$ cat config.mk
export PLATFORM = sky130hd
export DESIGN_NAME = i2c_mismatch_monitor
export DESIGN_NICKNAME = d
export VERILOG_FILES = /design/src/rtl/i2c_mon_pkg.sv /design/src/rtl/i2c_sat_counter.sv /design/src/rtl/i2c_mismatch_monitor.sv
export SDC_FILE = /design/constraint.sdc
export NUM_CORES = 1
export LEC_CHECK = 0
export BUFFER_PORTS_ARGS = -buffer_cell sky130_fd_sc_hd__buf_2
export CAP_MARGIN = 20
export CORE_UTILIZATION = 56
export CTS_BUF_LIST = sky130_fd_sc_hd__clkbuf_4 sky130_fd_sc_hd__clkbuf_8 sky130_fd_sc_hd__clkbuf_16
export CTS_CLUSTER_SIZE = 40
export DETAILED_ROUTE_END_ITERATION = 10
export GPL_ROUTABILITY_DRIVEN = 0
export HOLD_SLACK_MARGIN = 0.06
export PLACE_DENSITY = 0.86
export SYNTH_ARGS = -nofsm -noshare
export SYNTH_HDL_FRONTEND = slang
export SYNTH_SLANG_ARGS = --single-unit
$ cat constraint.sdc
create_clock -name i_clk -period 2.1 [get_ports i_clk]
set_input_delay 0.21 -clock i_clk [delete_from_list [all_inputs] [get_ports i_clk]]
set_output_delay 0.21 -clock i_clk [all_outputs]
set_load 0.05 [all_outputs]
$ cat src/rtl/i2c_mon_pkg.sv
// Shared types and default sizing for the I2C lock-step mismatch monitor.
package i2c_mon_pkg;

    typedef enum logic [1:0] {
        IDLE  = 2'd0,
        WATCH = 2'd1,
        HOLD  = 2'd2
    } mon_state_t;

    localparam int DEF_WINDOW_CYCLES   = 1024;
    localparam int DEF_MISMATCH_THRESH = 3;
    localparam int DEF_CNT_W           = 16;

endpackage

$ cat src/rtl/i2c_sat_counter.sv
// Up-counter that sticks at MAX instead of wrapping; clear beats increment.
module i2c_sat_counter #(
    parameter int             W   = 8,
    parameter logic [W-1:0]   MAX = '1
) (
    input  logic         i_clk,
    input  logic         i_rst,
    input  logic         i_clr,
    input  logic         i_inc,
    output logic [W-1:0] o_val
);

    logic [W-1:0] r_val;

    always_ff @(posedge i_clk) begin
        if (i_rst || i_clr) begin
            r_val <= '0;
        end else if (i_inc && (r_val != MAX)) begin
            r_val <= r_val + 1'b1;
        end
    end

    assign o_val = r_val;

endmodule

$ cat src/rtl/i2c_mismatch_monitor.sv
// Watches the lock-step checker verdict over fixed windows, counts mismatches and
// latches a sticky alarm once a run of consecutive mismatches reaches the threshold.
module i2c_mismatch_monitor
    import i2c_mon_pkg::*;
#(
    parameter int WINDOW_CYCLES   = DEF_WINDOW_CYCLES,
    parameter int MISMATCH_THRESH = DEF_MISMATCH_THRESH,
    parameter int CNT_W           = DEF_CNT_W,
    localparam int OFF_W          = $clog2(WINDOW_CYCLES),
    localparam int CONS_W         = $clog2(MISMATCH_THRESH + 1)
) (
    input  logic             i_clk,
    input  logic             i_rst,
    input  logic             i_start,
    input  logic             i_match,
    input  logic             i_clear,
    output logic             o_busy,
    output logic             o_done,
    output logic             o_pass,
    output logic             o_alarm,
    output logic [CNT_W-1:0] o_err_count,
    output logic             o_first_err_valid,
    output logic [OFF_W-1:0] o_first_err_off,
    output logic [1:0]       o_state
);

    mon_state_t         r_state;
    logic [OFF_W-1:0]   r_off;
    logic               r_win_err;
    logic               r_done;
    logic               r_pass;
    logic               r_alarm;
    logic               r_first_valid;
    logic [OFF_W-1:0]   r_first_off;

    logic               w_watch;
    logic               w_mis;
    logic               w_last;
    logic               w_hit;
    logic               w_cons_clr;
    logic [CONS_W-1:0]  w_cons;

    assign w_watch    = (r_state == WATCH);
    assign w_mis      = w_watch && !i_match;
    assign w_last     = (r_off == OFF_W'(WINDOW_CYCLES - 1));
    // A restart or clear in the same cycle suppresses the alarm for that sample.
    assign w_hit      = w_mis && !i_start && !i_clear
                        && (w_cons == CONS_W'(MISMATCH_THRESH - 1));
    assign w_cons_clr = i_clear || i_start || !w_watch || i_match;

    i2c_sat_counter #(
        .W   (CNT_W),
        .MAX ('1)
    ) u_err_cnt (
        .i_clk (i_clk),
        .i_rst (i_rst),
        .i_clr (i_clear),
        .i_inc (w_mis),
        .o_val (o_err_count)
    );

    i2c_sat_counter #(
        .W   (CONS_W),
        .MAX (CONS_W'(MISMATCH_THRESH))
    ) u_cons_cnt (
        .i_clk (i_clk),
        .i_rst (i_rst),
        .i_clr (w_cons_clr),
        .i_inc (w_mis),
        .o_val (w_cons)
    );

    always_ff @(posedge i_clk) begin
        if (i_rst) begin
            r_state       <= IDLE;
            r_off         <= '0;
            r_win_err     <= 1'b0;
            r_done        <= 1'b0;
            r_pass        <= 1'b0;
            r_alarm       <= 1'b0;
            r_first_valid <= 1'b0;
            r_first_off   <= '0;
        end else begin
            r_done <= 1'b0;
            r_pass <= 1'b0;
            case (r_state)
                IDLE: begin
                    if (i_start) begin
                        r_state   <= WATCH;
                        r_off     <= '0;
                        r_win_err <= 1'b0;
                    end
                end
                WATCH: begin
                    if (w_hit) begin
                        r_state <= HOLD;
                    end else if (i_start) begin
                        r_off     <= '0;
                        r_win_err <= 1'b0;
                    end else if (w_last) begin
                        // The last-cycle mismatch must count against pass.
                        r_state <= IDLE;
                        r_done  <= 1'b1;
                        r_pass  <= !(r_win_err || w_mis);
                    end else begin
                        r_off <= r_off + 1'b1;
                        if (w_mis) begin
                            r_win_err <= 1'b1;
                        end
                    end
                end
                HOLD: begin
                    if (i_clear) begin
                        r_state <= IDLE;
                    end
                end
                default: r_state <= IDLE;
            endcase

            if (i_clear) begin
                r_alarm <= 1'b0;
            end else if (w_hit) begin
                r_alarm <= 1'b1;
            end

            if (i_clear) begin
                r_first_valid <= 1'b0;
            end else if (w_mis && !r_first_valid) begin
                r_first_valid <= 1'b1;
                r_first_off   <= r_off;
            end
        end
    end

    assign o_busy            = w_watch;
    assign o_done            = r_done;
    assign o_pass            = r_pass;
    assign o_alarm           = r_alarm;
    assign o_first_err_valid = r_first_valid;
    assign o_first_err_off   = r_first_off;
    assign o_state           = r_state;

endmodule
==> metrics.txt, run 1 <==
highest net fanout along the worst path=9; setup slack of the worst register-to-register path=0.24 ns; cell-internal power=1.27 mW; x dimension of the die=65.7 um; Sequential Power Share=52.1%; CP Data Arrival Time=2.08 ns; final hold violation count=0; post-synthesis average cell area=8.87 um2; Slew Limit Fails=0; count of maximum capacitance violations=0; Slew HR=55.0%; setup fix buffers added after clock tree synthesis=0; number of cells produced by synthesis=256; post-layout minimum cycle time=1.86 ns; Synth Net Count=265; number of DRC violations after detailed routing=0; switching power total=0.384 mW; kind of critical path=reg -> reg; Post-synth EDFFs=0; Multi-input gate area=0.00130 mm2; post-detailed-route count of antenna-violating nets=0; layout cell share with drive strength beyond 1=20.9%; overall overflow remaining after global route=0; clock latency reported for the late side of the worst-skew pair=0.30 ns; RSZ-0062 raised after global routing=no; buffer cell driving the clock tree root=sky130_fd_sc_hd__clkbuf_8; largest net degree at the start of global routing=24; effective utilization at floorplan=60.2%; number of DRC markers in iteration 0=179; Post-Synthesis Cell Area=0.00227 mm2; cell depth of the worst min-delay path=3; most used flip-flop cell after synthesis=sky130_fd_sc_hd__dfxtp_1; required time of the critical path=2.32 ns; vias in the first global route=1979; register area=901 um2; number of top-level pins=38; switching portion of total power=23.1%; startpoint of the worst hold path=i_start; maximum achievable frequency=539 MHz; worst slew pin tran=0.668 ns; Yosys Warn Count=0; post-route clock period utilization=88.4%; total power=1.66 mW; vertical die dimension=65.7 um; clock transition time at the flip-flop clock pins of the worst setup and hold paths=0.09 ns; # clock sinks=45; fraction of synthesis flops using an asynchronous set or reset pin=0%; placeable core area=0.00377 mm2; Gate power share=6.3%; total CTS buffers=5; endpoint of the worst hold path=r_win_err$_SDFFE_PP0P_; gr usage total=28.8%; number of vias after detailed routing=2179; drt via density=6.33; HPWL reported at the end of detailed placement=3970 um; launching element type of the critical path=register; number of diodes=0; number of filler instances in the final layout=315; # resized after CTS=0; routed wire length=5380 um; FF-to-FF End=r_off[4]$_SDFFE_PP0P_; number of hold buffers added after CTS=0; worst hold path type=in -> reg; leakage=1.02 nW; port bufs=37; CTS tree=done; Crit Reg-Reg Startpoint=o_state[0]$_SDFFE_PP0P_; area of the die=0.00431 mm2; power density relative to cell area=629 mW/mm2; number of core rows=22; Synth Register Bits=45; final sum of negative setup slack=0 ns; Hold Slack=0.290 ns; First-pass DRT Iterations=5; antenna violations before repair=0; layout overhead on the synthesized area=16.2%; H-Tree Depth=2; critical path endpoint category=register; Post-Route Skew=0.00615 ns; sequential-to-total area share from yosys stat=39.7%; first-pass GRT wire length=9390 um; final net count=304; deepest clock path buffer count=2; routed length per instance=15.7 um; fin util=69.9%; run status=complete, no violations; r2r worst-path depth=4; peak supply drop=0.633 mV; Clock Power Share=41.6%; Final setup violation count=0; Distinct cells, synth=50
-- Yosys cell counts (2+ instances only) --
| cell | instances | share of area [%] |
|---|---|---|
| sky130_fd_sc_hd__a211oi_1 | 3 | 0.99 |
| sky130_fd_sc_hd__a21oi_1 | 16 | 3.5 |
| sky130_fd_sc_hd__a31oi_1 | 6 | 1.7 |
| sky130_fd_sc_hd__and2_1 | 5 | 1.4 |
| sky130_fd_sc_hd__and3_1 | 3 | 0.83 |
| sky130_fd_sc_hd__and4_1 | 5 | 1.9 |
| sky130_fd_sc_hd__buf_2 | 4 | 0.88 |
| sky130_fd_sc_hd__clkbuf_1 | 7 | 1.2 |
| sky130_fd_sc_hd__dfxtp_1 | 45 | 40 |
| sky130_fd_sc_hd__ha_1 | 4 | 2.2 |
| sky130_fd_sc_hd__inv_1 | 5 | 0.83 |
| sky130_fd_sc_hd__mux2i_1 | 15 | 6.6 |
| sky130_fd_sc_hd__nand2_1 | 18 | 3.0 |
| sky130_fd_sc_hd__nand2b_1 | 2 | 0.55 |
| sky130_fd_sc_hd__nand3_1 | 8 | 1.8 |
| sky130_fd_sc_hd__nand3b_1 | 2 | 0.66 |
| sky130_fd_sc_hd__nand4_1 | 10 | 2.8 |
| sky130_fd_sc_hd__nor2_1 | 28 | 4.6 |
| sky130_fd_sc_hd__nor2b_1 | 2 | 0.55 |
| sky130_fd_sc_hd__nor3_1 | 5 | 1.1 |
| sky130_fd_sc_hd__nor4_1 | 2 | 0.55 |
| sky130_fd_sc_hd__o21ai_0 | 6 | 1.3 |
| sky130_fd_sc_hd__o21ai_1 | 6 | 1.3 |
| sky130_fd_sc_hd__o31ai_1 | 11 | 3.6 |
| sky130_fd_sc_hd__o41ai_1 | 2 | 0.77 |
| sky130_fd_sc_hd__or3_1 | 8 | 2.2 |
| sky130_fd_sc_hd__or4_1 | 5 | 1.7 |
-- worst max-delay path, stage by stage (launching register included) --
cell and delay (ns):
sky130_fd_sc_hd__dfxtp_1 0.51, sky130_fd_sc_hd__or4b_1 0.64, sky130_fd_sc_hd__a21oi_4 0.27, sky130_fd_sc_hd__nand2_1 0.11, sky130_fd_sc_hd__o31ai_1 0.23
-- state kept, by name, indices dropped and copies added, names as in the netlist --
name / cells
u_err_cnt.o_val: 16
o_first_err_off: 10
r_off: 10
o_state: 2
u_cons_cnt.o_val: 2
o_alarm: 1
o_done: 1
o_first_err_valid: 1
o_pass: 1
r_win_err: 1
-- logic make-up after synthesis --
kind of cell | count (synthesis) | synth area share (%)
flip-flops | 45 | 39.7
buffers and inverters | 17 | 3.36
multiplexers | 15 | 6.62
adder cells (fa/ha/maj) | 4 | 2.21
XOR/XNOR | 2 | 0.772
AO/OA/AOI/OAI | 58 | 17.5
AND/OR/NAND/NOR | 115 | 29.9
-- worst max path at each step --
stage,from,endpoint,slack [ns],cells after the start
6_report,o_state[0]$_SDFFE_PP0P_,r_off[4]$_SDFFE_PP0P_,0.24,4
5_1_grt,u_cons_cnt.o_val[0]$_SDFFE_PP0P_,r_off[9]$_SDFFE_PP0P_,0.15,6
4_1_cts,o_state[0]$_SDFFE_PP0P_,o_busy,0.24,3
3_5_place_dp,o_state[0]$_SDFFE_PP0P_,r_off[4]$_SDFFE_PP0P_,0.26,4
3_3_place_gp,o_state[0]$_SDFFE_PP0P_,r_off[4]$_SDFFE_PP0P_,0.29,4
2_1_floorplan,o_state[0]$_SDFFE_PP0P_,r_off[8]$_SDFFE_PP0P_,0.05,4
-- power by group through the flow --
| stage | registers (mW) | logic, mW | clock network [mW] |
|---|---|---|---|
| 2_1_floorplan | 0.891 | 0.0671 | 0 |
| 3_3_place_gp | 0.884 | 0.101 | 0 |
| 3_5_place_dp | 0.884 | 0.103 | 0 |
| 4_1_cts | 0.864 | 0.103 | 0.701 |
| 5_1_grt | 0.865 | 0.114 | 0.744 |
| 6_report | 0.864 | 0.104 | 0.690 |
-- layout make-up --
cell class              count  area share [%]
repair buffers             44            9.02
clock buffers               6            3.13
flip-flops and latches     45            34.2
well taps                  48            2.28
inverters                   5           0.712
multi-input cells         194            49.3
clock inverters             2            1.42
-- placed cells by master, fill, tap and decap left out, types with 7 or more instances in the layout --
master and n:
sky130_fd_sc_hd__nand2_1 18, sky130_fd_sc_hd__o31ai_1 11, sky130_fd_sc_hd__a21oi_1 16, sky130_fd_sc_hd__or3_1 8
sky130_fd_sc_hd__nand4_1 10, sky130_fd_sc_hd__nand3_1 8, sky130_fd_sc_hd__dfxtp_1 45, sky130_fd_sc_hd__nor2_1 28
sky130_fd_sc_hd__buf_4 7, sky130_fd_sc_hd__buf_2 37, sky130_fd_sc_hd__mux2i_1 15
-- through the flow --
stage | instances | area (um2) | worst slack [ns]
floorplan | 256 | 2270 | 0.0456
global placement | 336 | 2520 | 0.285
detailed placement | 336 | 2520 | 0.260
CTS | 344 | 2640 | 0.237
global route | 344 | 2640 | 0.145
finish | 344 | 2640 | 0.243
-- layer usage --
layer	routed length [um]	share of wire, %	vias to the layer above	global-route usage, %
met3	494	9.2	4	6.77
met5	0	0	-	0
met2	2330	43	110	40.8
met1	2490	46	1022	41.8
met4	66	1.2	0	10.1
li1	-	-	1043	-
No activity file was read; power rests on OpenSTA's default activity.
==> run 2, diff against run 1 <==
Settings changed: HOLD_SLACK_MARGIN 0.06 to 0.15, RECOVER_POWER set to 50.
==> metrics.txt, run 2 (synthesis gave the netlist of run 1 again) <==
first-pass GRT wire length=9390 um; run status=complete, no violations; CP Data Arrival Time=2.10 ns; fin util=68.8%; Slew Limit Fails=0; post-layout minimum cycle time=1.88 ns; number of diodes=0; kind of critical path=reg -> reg; number of hold buffers added after CTS=0; CTS tree=done; drt via density=6.30; First-pass DRT Iterations=5; final hold violation count=0; HPWL reported at the end of detailed placement=3970 um; highest net fanout along the worst path=9; r2r worst-path depth=4; peak supply drop=0.632 mV; power density relative to cell area=638 mW/mm2; clock latency reported for the late side of the worst-skew pair=0.30 ns; number of core rows=22; vias in the first global route=1979; vertical die dimension=65.7 um; routed length per instance=15.5 um; cell depth of the worst min-delay path=3; post-route clock period utilization=89.7%; effective utilization at floorplan=60.2%; deepest clock path buffer count=2; maximum achievable frequency=531 MHz; Post-Route Skew=0.00624 ns; largest net degree at the start of global routing=24; leakage=0.877 nW; setup fix buffers added after clock tree synthesis=0; placeable core area=0.00377 mm2; required time of the critical path=2.32 ns; worst hold path type=in -> reg; worst slew pin tran=0.648 ns; final net count=304; port bufs=37; overall overflow remaining after global route=0; commonest cells after routing, fill and taps aside=sky130_fd_sc_hd__dfxtp_1 (45), sky130_fd_sc_hd__clkbuf_1 (32), sky130_fd_sc_hd__nor2_1 (28); number of filler instances in the final layout=331; layout cell share with drive strength beyond 1=9.80%; most common cell after layout, fill and taps aside=sky130_fd_sc_hd__dfxtp_1; layout overhead on the synthesized area=14.3%; # resized after CTS=0; area of the die=0.00431 mm2; post-route insts no fill=344; number of DRC violations after detailed routing=0; max reg flops=16; number of DRC markers in iteration 0=157; antenna violations before repair=0; routed wire length=5330 um; Final setup violation count=0; number of vias after detailed routing=2167; final sum of negative setup slack=0 ns; Slew HR=56.4%; launching element type of the critical path=register; # clock sinks=45; number of top-level pins=38; post-detailed-route count of antenna-violating nets=0; x dimension of the die=65.7 um; total CTS buffers=5; critical path endpoint category=register; count of placed standard cells including taps=336; buffer cell driving the clock tree root=sky130_fd_sc_hd__clkbuf_8; count of maximum capacitance violations=0; H-Tree Depth=2; clock transition time at the flip-flop clock pins of the worst setup and hold paths=0.09 ns; RSZ-0062 raised after global routing=no; gr usage total=28.8%
## run 2: cell types whose count changed in the layout (fill, tap and decap cells not counted)
| cell | before | now |
|---|---|---|
| sky130_fd_sc_hd__and4bb_1 | 1 | 2 |
| sky130_fd_sc_hd__and4bb_2 | 1 | 0 |
| sky130_fd_sc_hd__and2_1 | 5 | 4 |
| sky130_fd_sc_hd__clkbuf_1 | 0 | 32 |
| sky130_fd_sc_hd__buf_2 | 37 | 5 |
| sky130_fd_sc_hd__clkbuf_2 | 0 | 1 |
| sky130_fd_sc_hd__and2_0 | 0 | 1 |
| sky130_fd_sc_hd__buf_4 | 7 | 6 |
## run 2: where the power goes
group          internal, mW  switching, mW  leakage [nW]  total, mW
registers             0.857        0.00704         0.363      0.864
logic                0.0301         0.0733         0.457      0.103
clock network         0.387          0.301        0.0574      0.688
total                  1.27          0.381         0.877       1.66
## run 2: per-stage QoR
stage | hold WS, ns | power (mW) | instance area, um2 | setup WS [ns]
2_1_floorplan | 0.393 | 0.958 | 2270 | 0.0456
3_3_place_gp | 0.440 | 0.985 | 2520 | 0.285
3_5_place_dp | 0.456 | 0.987 | 2520 | 0.260
4_1_cts | 0.276 | 1.67 | 2640 | 0.237
5_1_grt | 0.333 | 1.72 | 2590 | 0.141
6_report | 0.291 | 1.66 | 2590 | 0.216
## run 2: final cells by class
cell class,count,area (um2),area share (%)
tap,48,60.1,2.32
clock inverter,2,37.5,1.45
sequential,45,901,34.7
multi-input combinational,194,1300,50.1
timing repair buffer,44,195,7.53
clock buffer,6,82.6,3.18
inverter,5,18.8,0.724
## run 2: critical path, stage by stage (launching register included)
cell and delay (ns):
sky130_fd_sc_hd__dfxtp_1 0.52, sky130_fd_sc_hd__or4b_1 0.64, sky130_fd_sc_hd__a21oi_4 0.28, sky130_fd_sc_hd__nand2_1 0.11, sky130_fd_sc_hd__o31ai_1 0.24
## run 2: layer usage
metal	vias to the layer above	part of all wire [%]	track usage (%)
met3	4	9.9	6.77
met4	0	1.2	10.1
li1	1041	-	-
met1	1012	45	41.8
met5	-	0	0
met2	110	43	40.8
## run 2: path summary, 6_finish.rpt
check / start / end / slack [ns]
min: i_start / r_win_err$_SDFFE_PP0P_ / 0.29
max reg2reg: o_state[0]$_SDFFE_PP0P_ / r_off[4]$_SDFFE_PP0P_ / 0.22
max: o_state[0]$_SDFFE_PP0P_ / r_off[4]$_SDFFE_PP0P_ / 0.22
min reg2reg: r_win_err$_SDFFE_PP0P_ / o_pass$_SDFF_PP0_ / 0.47
==> run 3, diff against run 2 <==
Settings changed: CORE_ASPECT_RATIO set to 0.8.
Clock period 2.1 ns to 2.05 ns, I/O delays scaled along.
==> metrics.txt, run 3 (synthesis gave the netlist of run 1 again) <==
highest net fanout along the worst path=7; number of diodes=0; required time of the critical path=2.25 ns; final sum of negative setup slack=0 ns; setup ws final=0.208 ns; startpoint of the worst hold path=i_start; run status=complete, no violations; origin of the worst setup path=u_cons_cnt.o_val[0]$_SDFFE_PP0P_; total power=1.56 mW; post-detailed-route count of antenna-violating nets=0; number of core rows=20; clock latency reported for the late side of the worst-skew pair=0.30 ns; most common cell after layout, fill and taps aside=sky130_fd_sc_hd__dfxtp_1; cell at the slowest stage of the critical path=sky130_fd_sc_hd__or4b_4; effective utilization at floorplan=59.3%; antenna violations before repair=0; HPWL reported at the end of detailed placement=3830 um; deepest clock path buffer count=2; number of DRC violations after detailed routing=0; layout overhead on the synthesized area=13.6%; worst hold path type=in -> reg; CTS tree=done; number of hold buffers added after CTS=0; x dimension of the die=73.2 um; post-layout minimum cycle time=1.84 ns; count of maximum capacitance violations=0; number of vias after detailed routing=2123; layout cell share with drive strength beyond 1=10.5%; commonest cells after routing, fill and taps aside=sky130_fd_sc_hd__dfxtp_1 (44), sky130_fd_sc_hd__clkbuf_1 (32), sky130_fd_sc_hd__nor2_1 (28); Crit Reg-Reg Startpoint=u_cons_cnt.o_val[0]$_SDFFE_PP0P_; switching portion of total power=23.8%; routed wire length=5370 um; final net count=304; overall overflow remaining after global route=0; met3 Use GR=8.56%; CP Data Arrival Time=2.04 ns; leakage=0.858 nW; crit-path max cell delay=0.50 ns; final hold violation count=0; total CTS buffers=5; number of DRC markers in iteration 0=185; vias in the first global route=1757; maximum achievable frequency=543 MHz; routed length per instance=15.4 um; Slew Limit Fails=0; Sequential Power Share=56.6%; Post-Route Skew=0.00433 ns; post-route insts no fill=350; count of placed standard cells including taps=343; setup slack of the worst register-to-register path=0.21 ns; FF-to-FF End=r_off[8]$_SDFFE_PP0P_; drt via density=6.07; Clock Power Share=36.5%; Cell Chain, Critical Path=inv_1 > ha_1 > or4b_4 > a221oi_4 > o31ai_1 > o41ai_1; post-route clock period utilization=89.9%; H-Tree Depth=2; launching element type of the critical path=register; placeable core area=0.00383 mm2; met1 capacity usage during global routing=39.4%; setup fix buffers added after clock tree synthesis=0; Slew HR=57.9%; Multi-input gate area=0.00130 mm2; worst slew pin tran=0.634 ns; endpoint of the worst hold path=o_state[0]$_SDFFE_PP0P_; met2 capacity usage during global routing=35.2%; buffer cell driving the clock tree root=sky130_fd_sc_hd__clkbuf_8; Final setup violation count=0; first-pass GRT wire length=8600 um; clock transition time at the flip-flop clock pins of the worst setup and hold paths=0.08 ns; most used routing layer=met1; cell depth of the worst min-delay path=3; # resized after CTS=0; number of filler instances in the final layout=320; vertical die dimension=58.9 um; number of top-level pins=38; switching power total=0.372 mW; peak supply drop=0.419 mV; port bufs=37; kind of critical path=reg -> reg; largest net degree at the start of global routing=24; critical path endpoint category=register; fin util=67.3%; register area=902 um2; gr usage total=26.4%; area of the die=0.00431 mm2; Gate power share=6.9%; cell-internal power=1.19 mW; # clock sinks=45; First-pass DRT Iterations=6; Place WS=0.271 ns; max reg flops=16; r2r worst-path depth=6; power density relative to cell area=606 mW/mm2; RSZ-0062 raised after global routing=no
==> run 3: cell types whose count changed in the layout (fill, tap and decap cells not counted) <==
cell and change:
sky130_fd_sc_hd__and4bb_1 -1, sky130_fd_sc_hd__and4bb_2 +1, sky130_fd_sc_hd__bufinv_16 -1, sky130_fd_sc_hd__clkbuf_4 +1, sky130_fd_sc_hd__dfxtp_1 -1, sky130_fd_sc_hd__dfxtp_2 +1, sky130_fd_sc_hd__inv_1 -1
==> run 3: how the worst max path moves through the flow <==
stage                                                 end  slack (ns)
final                               r_off[8]$_SDFFE_PP0P_        0.21
after global routing                r_off[8]$_SDFFE_PP0P_        0.13
after CTS                           r_off[8]$_SDFFE_PP0P_        0.23
after detailed placement            r_off[8]$_SDFFE_PP0P_        0.27
after global placement              r_off[9]$_SDFFE_PP0P_        0.34
after floorplan           u_err_cnt.o_val[9]$_SDFFE_PP0P_        0.08
==> run 3: layout make-up <==
cell class | instances | area share (%)
multi-input cells | 194 | 50.4
flip-flops and latches | 45 | 35.0
repair buffers | 44 | 7.57
clock buffers | 7 | 3.50
well taps | 55 | 2.67
inverters | 5 | 0.874
==> run 3: worst max-delay path: cells and delay by family, from the launching register on <==
| kind | cells | cell delay, ns |
|---|---|---|
| flops | 1 | 0.34 |
| buf+inv | 1 | 0.06 |
| fa+ha+maj | 1 | 0.19 |
| compound gates | 3 | 0.65 |
| simple gates | 1 | 0.50 |
==> run 3: per-stage QoR <==
step,area (um2),hold WS [ns]
3_5_place_dp,2530,0.455
3_3_place_gp,2530,0.452
6_report,2580,0.285
2_1_floorplan,2270,0.388
4_1_cts,2620,0.272
5_1_grt,2580,0.284
==> run 3: power by group through the flow <==
stage | registers [mW] | clock network (mW) | logic, mW
global placement | 0.904 | 0 | 0.105
CTS | 0.884 | 0.576 | 0.108
finish | 0.884 | 0.570 | 0.107
floorplan | 0.913 | 0 | 0.0698
global route | 0.885 | 0.612 | 0.115
detailed placement | 0.905 | 0 | 0.107
==> run 3: layer usage <==
| layer | routed length, um | vias up | share of wire (%) |
|---|---|---|---|
| met4 | 58 | 0 | 1.1 |
| met1 | 2450 | 968 | 46 |
| li1 | - | 1044 | - |
| met2 | 2280 | 104 | 42 |
| met3 | 588 | 7 | 11 |
| met5 | 0 | - | 0 |
